===== src/rtl/cdb_pkg.sv =====
// Shared types and default widths for the common-data-bus arbiter.
package cdb_pkg;

    localparam int ADDR_WIDTH_DEF = 32;
    localparam int ROB_WIDTH_DEF  = 4;
    localparam int FIFO_WIDTH_DEF = 1;
    localparam int VALUE_WIDTH    = 32;

    // Which execution-side port a broadcast came from.
    typedef enum logic {
        SRC_RS  = 1'b0,
        SRC_LSB = 1'b1
    } cdb_src_t;

    // One completed result waiting for its broadcast slot.
    typedef struct packed {
        logic [ROB_WIDTH_DEF-1:0]  rob_index;
        logic [VALUE_WIDTH-1:0]    value;
        logic [ADDR_WIDTH_DEF-1:0] next_pc;
    } cdb_entry_t;

endpackage


===== src/rtl/cdb_fifo.sv =====
// Small per-requester result queue with synchronous flush and a global stall.
module cdb_fifo
    import cdb_pkg::*;
#(
    parameter int DEPTH_LOG2 = FIFO_WIDTH_DEF
) (
    input  logic       clk_in,
    input  logic       rst_in,
    input  logic       rdy_in,
    input  logic       flush_in,
    input  logic       push,
    input  cdb_entry_t push_data,
    input  logic       pop,
    output cdb_entry_t head,
    output logic       empty,
    output logic       full
);

    localparam int DEPTH = 1 << DEPTH_LOG2;
    localparam logic [DEPTH_LOG2-1:0] PTR_ONE  = DEPTH_LOG2'(1);
    localparam logic [DEPTH_LOG2:0]   CNT_ONE  = (DEPTH_LOG2 + 1)'(1);
    localparam logic [DEPTH_LOG2:0]   CNT_FULL = (DEPTH_LOG2 + 1)'(DEPTH);

    cdb_entry_t             mem [DEPTH];
    logic [DEPTH_LOG2-1:0]  wr_ptr;
    logic [DEPTH_LOG2-1:0]  rd_ptr;
    logic [DEPTH_LOG2:0]    count;
    logic                   do_push;
    logic                   do_pop;

    // Full looks only at the registered count, so a same-cycle pop never frees a slot.
    assign empty   = (count == '0);
    assign full    = (count == CNT_FULL);
    assign head    = mem[rd_ptr];
    assign do_push = push && !full && rdy_in && !flush_in;
    assign do_pop  = pop && !empty && rdy_in && !flush_in;

    // Pointer and occupancy bookkeeping; flush wins over stall.
    // NOTE: sequential state uses non-blocking assignments so every register samples pre-edge values.
    always_ff @(posedge clk_in or negedge rst_in) begin
        if (!rst_in) begin
            wr_ptr <= '0;
            rd_ptr <= '0;
            count  <= '0;
        end else if (flush_in) begin
            wr_ptr <= '0;
            rd_ptr <= '0;
            count  <= '0;
        end else begin
            if (do_push) wr_ptr <= wr_ptr + PTR_ONE;
            if (do_pop)  rd_ptr <= rd_ptr + PTR_ONE;
            case ({do_push, do_pop})
                2'b10:   count <= count + CNT_ONE;
                2'b01:   count <= count - CNT_ONE;
                default: count <= count;
            endcase
        end
    end

    // Storage write at the tail.
    // NOTE: the storage array has no reset; validity is tracked by count, which is reset.
    always_ff @(posedge clk_in) begin
        if (do_push) mem[wr_ptr] <= push_data;
    end

endmodule


===== src/rtl/cdb_arbiter.sv =====
// Picks one queued RS or LSB result per cycle and drives it, registered, onto the CDB.
module cdb_arbiter
    import cdb_pkg::*;
#(
    parameter int ADDR_WIDTH = ADDR_WIDTH_DEF,
    parameter int RoB_WIDTH  = ROB_WIDTH_DEF,
    parameter int FIFO_WIDTH = FIFO_WIDTH_DEF
) (
    input  logic                  clk_in,
    input  logic                  rst_in,
    input  logic                  rdy_in,
    input  logic                  flush_in,

    input  logic                  RSCDB_en,
    input  logic [RoB_WIDTH-1:0]  RSCDB_RoB_index,
    input  logic [31:0]           RSCDB_value,
    input  logic [ADDR_WIDTH-1:0] RSCDB_next_pc,
    output logic                  RSCDB_full,

    input  logic                  LSBCDB_en,
    input  logic [RoB_WIDTH-1:0]  LSBCDB_RoB_index,
    input  logic [31:0]           LSBCDB_value,
    output logic                  LSBCDB_full,

    output logic                  CDB_en,
    output logic [RoB_WIDTH-1:0]  CDB_RoB_index,
    output logic [31:0]           CDB_value,
    output logic [ADDR_WIDTH-1:0] CDB_next_pc,
    output logic                  CDB_src
);

    cdb_entry_t rs_push_entry;
    cdb_entry_t lsb_push_entry;
    cdb_entry_t rs_head;
    cdb_entry_t lsb_head;
    cdb_entry_t grant_entry;
    logic       rs_empty;
    logic       lsb_empty;
    logic       rs_cnt_full;
    logic       lsb_cnt_full;
    logic       grant_valid;
    cdb_src_t   grant_src;
    cdb_src_t   last_grant;
    cdb_src_t   cdb_src_q;

    assign rs_push_entry  = '{rob_index: RSCDB_RoB_index, value: RSCDB_value, next_pc: RSCDB_next_pc};
    // Load/store results carry no control-flow information.
    assign lsb_push_entry = '{rob_index: LSBCDB_RoB_index, value: LSBCDB_value, next_pc: '0};

    cdb_fifo #(.DEPTH_LOG2(FIFO_WIDTH)) u_rs_fifo (
        .clk_in    (clk_in),
        .rst_in    (rst_in),
        .rdy_in    (rdy_in),
        .flush_in  (flush_in),
        .push      (RSCDB_en),
        .push_data (rs_push_entry),
        .pop       (grant_valid && (grant_src == SRC_RS)),
        .head      (rs_head),
        .empty     (rs_empty),
        .full      (rs_cnt_full)
    );

    cdb_fifo #(.DEPTH_LOG2(FIFO_WIDTH)) u_lsb_fifo (
        .clk_in    (clk_in),
        .rst_in    (rst_in),
        .rdy_in    (rdy_in),
        .flush_in  (flush_in),
        .push      (LSBCDB_en),
        .push_data (lsb_push_entry),
        .pop       (grant_valid && (grant_src == SRC_LSB)),
        .head      (lsb_head),
        .empty     (lsb_empty),
        .full      (lsb_cnt_full)
    );

    // A stalled block reports full so producers hold their results.
    assign RSCDB_full  = rs_cnt_full || !rdy_in;
    assign LSBCDB_full = lsb_cnt_full || !rdy_in;

    // Grant selection: lone requester, then a full queue, then round-robin.
    // NOTE: every signal gets a default first so no path leaves it unassigned and infers a latch.
    always_comb begin
        grant_valid = 1'b0;
        grant_src   = SRC_RS;
        if (rdy_in && !flush_in) begin
            if (!rs_empty && !lsb_empty) begin
                grant_valid = 1'b1;
                if (rs_cnt_full && !lsb_cnt_full)
                    grant_src = SRC_RS;
                else if (lsb_cnt_full && !rs_cnt_full)
                    grant_src = SRC_LSB;
                else
                    grant_src = (last_grant == SRC_RS) ? SRC_LSB : SRC_RS;
            end else if (!rs_empty) begin
                grant_valid = 1'b1;
                grant_src   = SRC_RS;
            end else if (!lsb_empty) begin
                grant_valid = 1'b1;
                grant_src   = SRC_LSB;
            end
        end
    end

    assign grant_entry = (grant_src == SRC_LSB) ? lsb_head : rs_head;

    // Broadcast registers and round-robin history; data holds when nothing is granted.
    always_ff @(posedge clk_in or negedge rst_in) begin
        if (!rst_in) begin
            CDB_en        <= 1'b0;
            CDB_RoB_index <= '0;
            CDB_value     <= '0;
            CDB_next_pc   <= '0;
            cdb_src_q     <= SRC_RS;
            last_grant    <= SRC_LSB;
        end else if (flush_in) begin
            CDB_en <= 1'b0;
        end else if (rdy_in) begin
            CDB_en <= grant_valid;
            if (grant_valid) begin
                CDB_RoB_index <= grant_entry.rob_index;
                CDB_value     <= grant_entry.value;
                CDB_next_pc   <= grant_entry.next_pc;
                cdb_src_q     <= grant_src;
                last_grant    <= grant_src;
            end
        end
    end

    assign CDB_src = cdb_src_q;

endmodule


===== config.mk =====
export PLATFORM = sky130hd
export DESIGN_NAME = cdb_arbiter
export DESIGN_NICKNAME = d
export VERILOG_FILES = /design/src/rtl/cdb_pkg.sv /design/src/rtl/cdb_fifo.sv /design/src/rtl/cdb_arbiter.sv
export SDC_FILE = /design/constraint.sdc
export NUM_CORES = 1
export LEC_CHECK = 0
export BUFFER_PORTS_ARGS = -buffer_cell sky130_fd_sc_hd__buf_2
export CAP_MARGIN = 30
export CORE_UTILIZATION = 60
export DETAILED_ROUTE_END_ITERATION = 10
export MAX_ROUTING_LAYER = met4
export PLACE_DENSITY = 0.85
export SYNTH_ARGS = -nofsm -noshare
export SYNTH_HDL_FRONTEND = slang
export SYNTH_SLANG_ARGS = --single-unit

===== constraint.sdc =====
create_clock -name clk_in -period 12.14 [get_ports clk_in]
set_input_delay 0 -clock clk_in [delete_from_list [all_inputs] [get_ports clk_in]]
set_output_delay 0 -clock clk_in [all_outputs]
set_load 0.1 [all_outputs]

### Word level (Yosys, flattened, before mapping)

Memories as Yosys holds them, arrays and structs flattened.
Cells that the tools add are included.

| storage, ports and cells | value |
|---|---|
| flip-flop bits (word level) | 79 |
| bits in latches | 0 |
| RAM bits | 208 |
| bits in read-only memories | 0 |
| output and inout bits | 72 |
| word-level logic and storage cells | 95 |
| memories | 2 |

| operators by class | value |
|---|---|
| add/sub/neg operators | 8 |
| multipliers | 0 |
| div/mod/pow operators | 0 |
| magnitude comparators | 0 |
| eq/ne operators | 6 |
| shifts and indexed selects | 0 |
| mux-type cells | 29 |
| bitwise gates (word level) | 2 |
| reduce and logical (&&, ||, !) cells | 36 |

Memories:

| memory | depth | bits a word | read ports | clocked after memory_dff | wr ports | RTL line | text |
|---|---|---|---|---|---|---|---|
| u_rs_fifo.mem | 2 | 68 | 1 | 0 | 1 | cdb_fifo.sv:24 | `cdb_entry_t mem [DEPTH];` |
| u_lsb_fifo.mem | 2 | 36 | 1 | 0 | 1 | cdb_fifo.sv:24 |  |

Operators with widths:

| cell | count |
|---|---|
| $mux W68 | 1 |
| $mux W1 | 24 |
| $logic_and A1 B1 Y1 | 18 |
| $reduce_bool A2 Y1 | 5 |
| $eq A2 B2 Y1 const B | 4 |
| $pmux W2 S2 | 2 |
| $logic_not A1 Y1 | 6 |
| $reduce_bool A3 Y1 | 2 |
| $add A1 B1 Y1 const B | 4 |
| $add A2 B1 Y2 const B | 2 |
| $eq A2 B1 Y1 const B | 2 |
| $logic_not A2 Y1 | 2 |
| $mux W2 | 2 |
| $sub A2 B1 Y2 const B | 2 |
| $reduce_and A3 Y1 | 1 |
| $logic_or A1 B1 Y1 | 2 |
| $not A1 Y1 | 2 |

### Depth between registers and ports, before layout

| logic depth | value |
|---|---|
| depth after elaboration | 15 |
| depth in mapped cells | 7 |

### Modules after synthesis

A second synthesis with hierarchy kept.

| second synthesis, totals | value |
|---|---|
| cells, all modules | 744 |
| area, all modules | 13645.6 µm² |

By module, submodules not included:

| module | times used | cells an instance | area an instance (µm²) | sequential area each (µm²) |
|---|---|---|---|---|
| cdb_fifo | 2 | 241 | 5146.2 | 4184.0 |
| cdb_arbiter | 1 | 262 | 3353.2 | 1778.0 |

### Worst setup path after synthesis

OpenSTA, ideal clock, no wires.

| timing | value |
|---|---|
| path kind | register -> register |
| start point | register u_rs_fifo.count[0] |
| end point | memory u_rs_fifo.mem[0][0] in the netlist's numbering, enable pin |
| arrival time | 7.049 ns |
| data required time | 11.478 ns |
| slack | 4.429 ns |
| cell stages (with the launch flop) | 4 |
| period minus slack after synthesis | 7.711 ns |
| cell sequence | dfrtp_1 > buf_6 > nor2b_1 > nor4_1 |

| between the ends | value |
|---|---|
| cells in the longest elaborated chain, start to end | 7 |

RTL lines:

| element | RTL line | text |
|---|---|---|
| start: declaration | cdb_fifo.sv:27 | `logic [DEPTH_LOG2:0] count;` |
| start signal: assignment | cdb_fifo.sv:53 | `2'b10: count <= count + CNT_ONE;` |
| start signal: assignment | cdb_fifo.sv:54 | `2'b01: count <= count - CNT_ONE;` |
| start signal: assignment | cdb_fifo.sv:55 | `default: count <= count;` |
| $eq A2 B2 Y1 | cdb_fifo.sv:33 | `assign full = (count == CNT_FULL);` |
| $logic_not A1 Y1 | cdb_fifo.sv:35 | `assign do_push = push && !full && rdy_in && !flush_in;` |
| $logic_and A1 B1 Y1 (3 in a row) | cdb_fifo.sv:35 |  |
| $mux W1 | cdb_fifo.sv:63 | `if (do_push) mem[wr_ptr] <= push_data;` |
| $mux W1 (not written as such) | cdb_fifo.sv:63 |  |
| end: declaration | cdb_fifo.sv:24 |  |

Every way passes these cells.

### Final worst setup path

| timing | value |
|---|---|
| start point | register u_rs_fifo.count[0] |
| end point | register CDB_value[13] |

| between the ends | value |
|---|---|
| cells in the longest elaborated chain, start to end | 8 |
| elaborated cells on any way between the ends | 17 |
| those cells by class | eq/ne (1); mux (9); reduce/logical (7) |

RTL lines:

| element | RTL line | text |
|---|---|---|
| $eq A2 B2 Y1 | cdb_fifo.sv:33 |  |
| $logic_not A1 Y1 | cdb_arbiter.sv:90 | `else if (lsb_cnt_full && !rs_cnt_full)` |
| $logic_and A1 B1 Y1 | cdb_arbiter.sv:90 |  |
| $mux W1 | cdb_arbiter.sv:90 |  |
| $mux W1 | cdb_arbiter.sv:88 | `if (rs_cnt_full && !lsb_cnt_full)` |
| $mux W1 | cdb_arbiter.sv:86 | `if (!rs_empty && !lsb_empty) begin` |
| $mux W1 | cdb_arbiter.sv:85 | `if (rdy_in && !flush_in) begin` |
| $mux W68 | cdb_arbiter.sv:104 | `assign grant_entry = (grant_src == SRC_LSB) ? lsb_head : rs_head;` |
| end signal: assignment | cdb_arbiter.sv:121 | `CDB_value <= grant_entry.value;` |
| end: declaration | cdb_arbiter.sv:27 | `output logic [31:0] CDB_value,` |

Several ways; a longest one is shown, not always the timed one.
A chain may end at the register's enable or synchronous reset.

==> flow_summary.yaml <==
status:
  outcome: "complete, but fails checks"
  violations: "hold timing"
place:
  dp_hpwl_mm: 13.6
  portBuffers: 181
  gp_congestion: 0.848
global_routing:
  grt_pass1_vias: 7155
  antenna_found_initial: 0
  grt_max_degree: 71
  grt_pass1_wl_mm: 38.6
  grt_usage_pct: 29.3
  grt-ovfl-total: 0
clock_tree:
  post_cts.repair.setup_buffers: 0
  clk_pin_slew_ns: 0.06
  cts-root-buf: "clkbuf_16"
  clockBufferDepth: 3
  cts_buffers: 29
  cts.repair.resized: 0
  cts.sinks: 287
  insertion_delay_ns: 0.55
  h-tree-depth: 1
  tritoncts: "yes"
  hold_buffers: 109
routing:
  vias: 6838
  drc_errors: 0
  wl_per_cell_um: 21.8
  drtIter0Drc: 513
  vias_per_cell: 5.84
  ant_nets: 0
  drtPass1Iterations: 5
  wl_mm: 25.5
synthesis:
  synth.area.top_cells: "edfxtp_1 (59%), dfrtp_1 (18%), mux2i_1 (9.9%), o221ai_1 (3.1%), nand2_1 (2.8%)"
  synth-seq-cells: 287
  synth_cell_type_count: 38
  ys_warn_count: 0
  synthCells: 628
  synth_ff_type: "edfxtp_1"
  synth-edff-count: 208
  netlist_area_sq_um: 10600
  ys_async_sr_fraction_pct: 27.5
  syn_nets: 738
  synthTopCellsByCount: "edfxtp_1 (208), mux2i_1 (105), nand2_1 (79)"
  yosysTopAreaCell: "edfxtp_1"
  synth_area_per_cell_sq_um: 16.9
  yosysSeqAreaShare_pct: 77.7
  synth_top_area_share_pct: 59.0
  synth.most_common_cell: "edfxtp_1"
critical_path:
  cp.buffers_inverters: 0
  critPathKind: "reg2reg"
  worstPathArrival_ns: 2.78
  r2r_cells: 3
  slowest_stage: "a2111o_2"
  critPathLaunch: "u_rs_fifo.count[0]"
  crit_path_max_fanout: 41
  crit_path_cell_trace: "mux2_4 -> a2111o_2 -> o221ai_1"
  r2r-end: "CDB_value[13]"
  endpoint_kind: "register"
  crit-reg2reg-launch: "u_rs_fifo.count[0]"
  cp.depth: 3
  rrSetupSlack_ns: 9.77
  path_delay_family: "compound AO/OA/AOI/OAI gates"
  startpoint_type: "register"
  slowest_delay_ns: 0.84
  endpoint: "CDB_value[13]"
  crit_required_ns: 12.56
job:
  cap_viol_max_count: 0
layout:
  drive_above_1_share_pct: 25.9
  num_antenna_cells: 0
  fin_util_pct: 79.8
  syn2layout_area_growth_pct: 30.0
  fillers: 879
  finalNetCount: 1034
  multi_input_area_sq_um: 2190
  seq_area_sq_um: 8230
timing:
  setup_viol: 0
  worst_pin_slew_ns: 0.866
  finalCritPeriodShare_pct: 19.5
  fmax_mhz: 423
  finalSetupTns_ns: 0
  rsz0062_at_grt: "no"
  hold_ws_ns: -0.0000345
  fin_crit_ns: 2.37
  clock_skew_ns: 0.0249
  slew_headroom_pct: 42.2
  final_max_slew_viol_count: 0
  final_hold_viol_count: 1
floorplan:
  fp.dieW_um: 135
  die_h_um: 135
  std_cell_rows: 48
  initial_core_util_pct: 61.4
  pin_count: 182
  die_area_sq_um: 18200
  coreArea_sq_um: 17200
power:
  peakVddDrop_mv: 0.350
  power.density_nw_per_um2: 236
  p_leak_nw: 5.32
hold_path:
  hold_class: "in2async"
registers in the layout, indices dropped and copies added (netlist names), 2 cells and up:
name              flops
u_lsb_fifo.mem       72
u_lsb_fifo.count      2
u_rs_fifo.count       2
CDB_next_pc          32
CDB_RoB_index         4
CDB_value            32
u_rs_fifo.mem       136
per-layer routing:
layer / wire, um / GRT usage, % / up-vias
li1: - / - / 2998
met1: 9680 / 36.0 / 3446
met2: 13500 / 50.7 / 338
met3: 1820 / 4.58 / 56
met4: 549 / 8.43 / 0
met5: 0 / - / -
stage by stage:
step           instance area, sq um  worst slack (ns)  power, mW  hold slack (ns)  std cells
2_1_floorplan                 10600              4.43       2.15           -0.296        628
3_3_place_gp                  11700              9.98       2.32           0.0110       1006
3_5_place_dp                  11700              9.85       2.35           0.0301       1007
4_1_cts                       13700              9.83       3.23           0.0241       1169
5_1_grt                       13800              9.72       3.33           0.0479       1171
6_report                      13800              9.77       3.25       -0.0000345       1171
kinds of logic after synthesis:
kind of cell / synth area share (%)
AOI/OAI and AO/OA: 6.28
xor gates and xnor gates: 0.0827
buffers and inverters: 1.81
DFF: 77.7
muxes: 10.1
and+or+nand+nor: 4.08
cell type report:
cell class,count,share of cell area (%)
Clock buffer,48,6.30
Timing Repair Buffer,300,15.4
Tap cell,225,2.05
Inverter,5,0.136
Clock inverter,5,0.409
Sequential cell,287,59.8
Multi-Input combinational cell,301,15.9
where the power goes:
group	switching, mW	internal (mW)	leakage, nW
clock network	0.360	0.506	0.451
logic	0.929	0.185	1.97
registers	0.0905	1.18	2.89
layout by cell type, fill, tap and decap left out, drive strengths merged, types with 2 or more instances in the layout:
cell type / count
nor4: 2
a2111o: 2
edfxtp: 208
nor3: 3
o221ai: 37
dfrtp: 78
nand3: 6
clkinv: 2
mux2i: 105
o21ai: 37
nor2b: 2
clkbuf: 48
nor2: 5
nand2b: 2
o211ai: 2
dlygate4sd3: 109
buf: 191
inv: 7
nand2: 79
a21oi: 3
worst min path at each step:
stage / cells after the start / to
after global routing: 2 / CDB_src
after global placement: 1 / CDB_src
after CTS: 2 / CDB_src
after floorplan: 0 / CDB_RoB_index[0]
final: 2 / CDB_src
after detailed placement: 1 / CDB_src
Note: power is estimated with default switching activity, not from simulation.
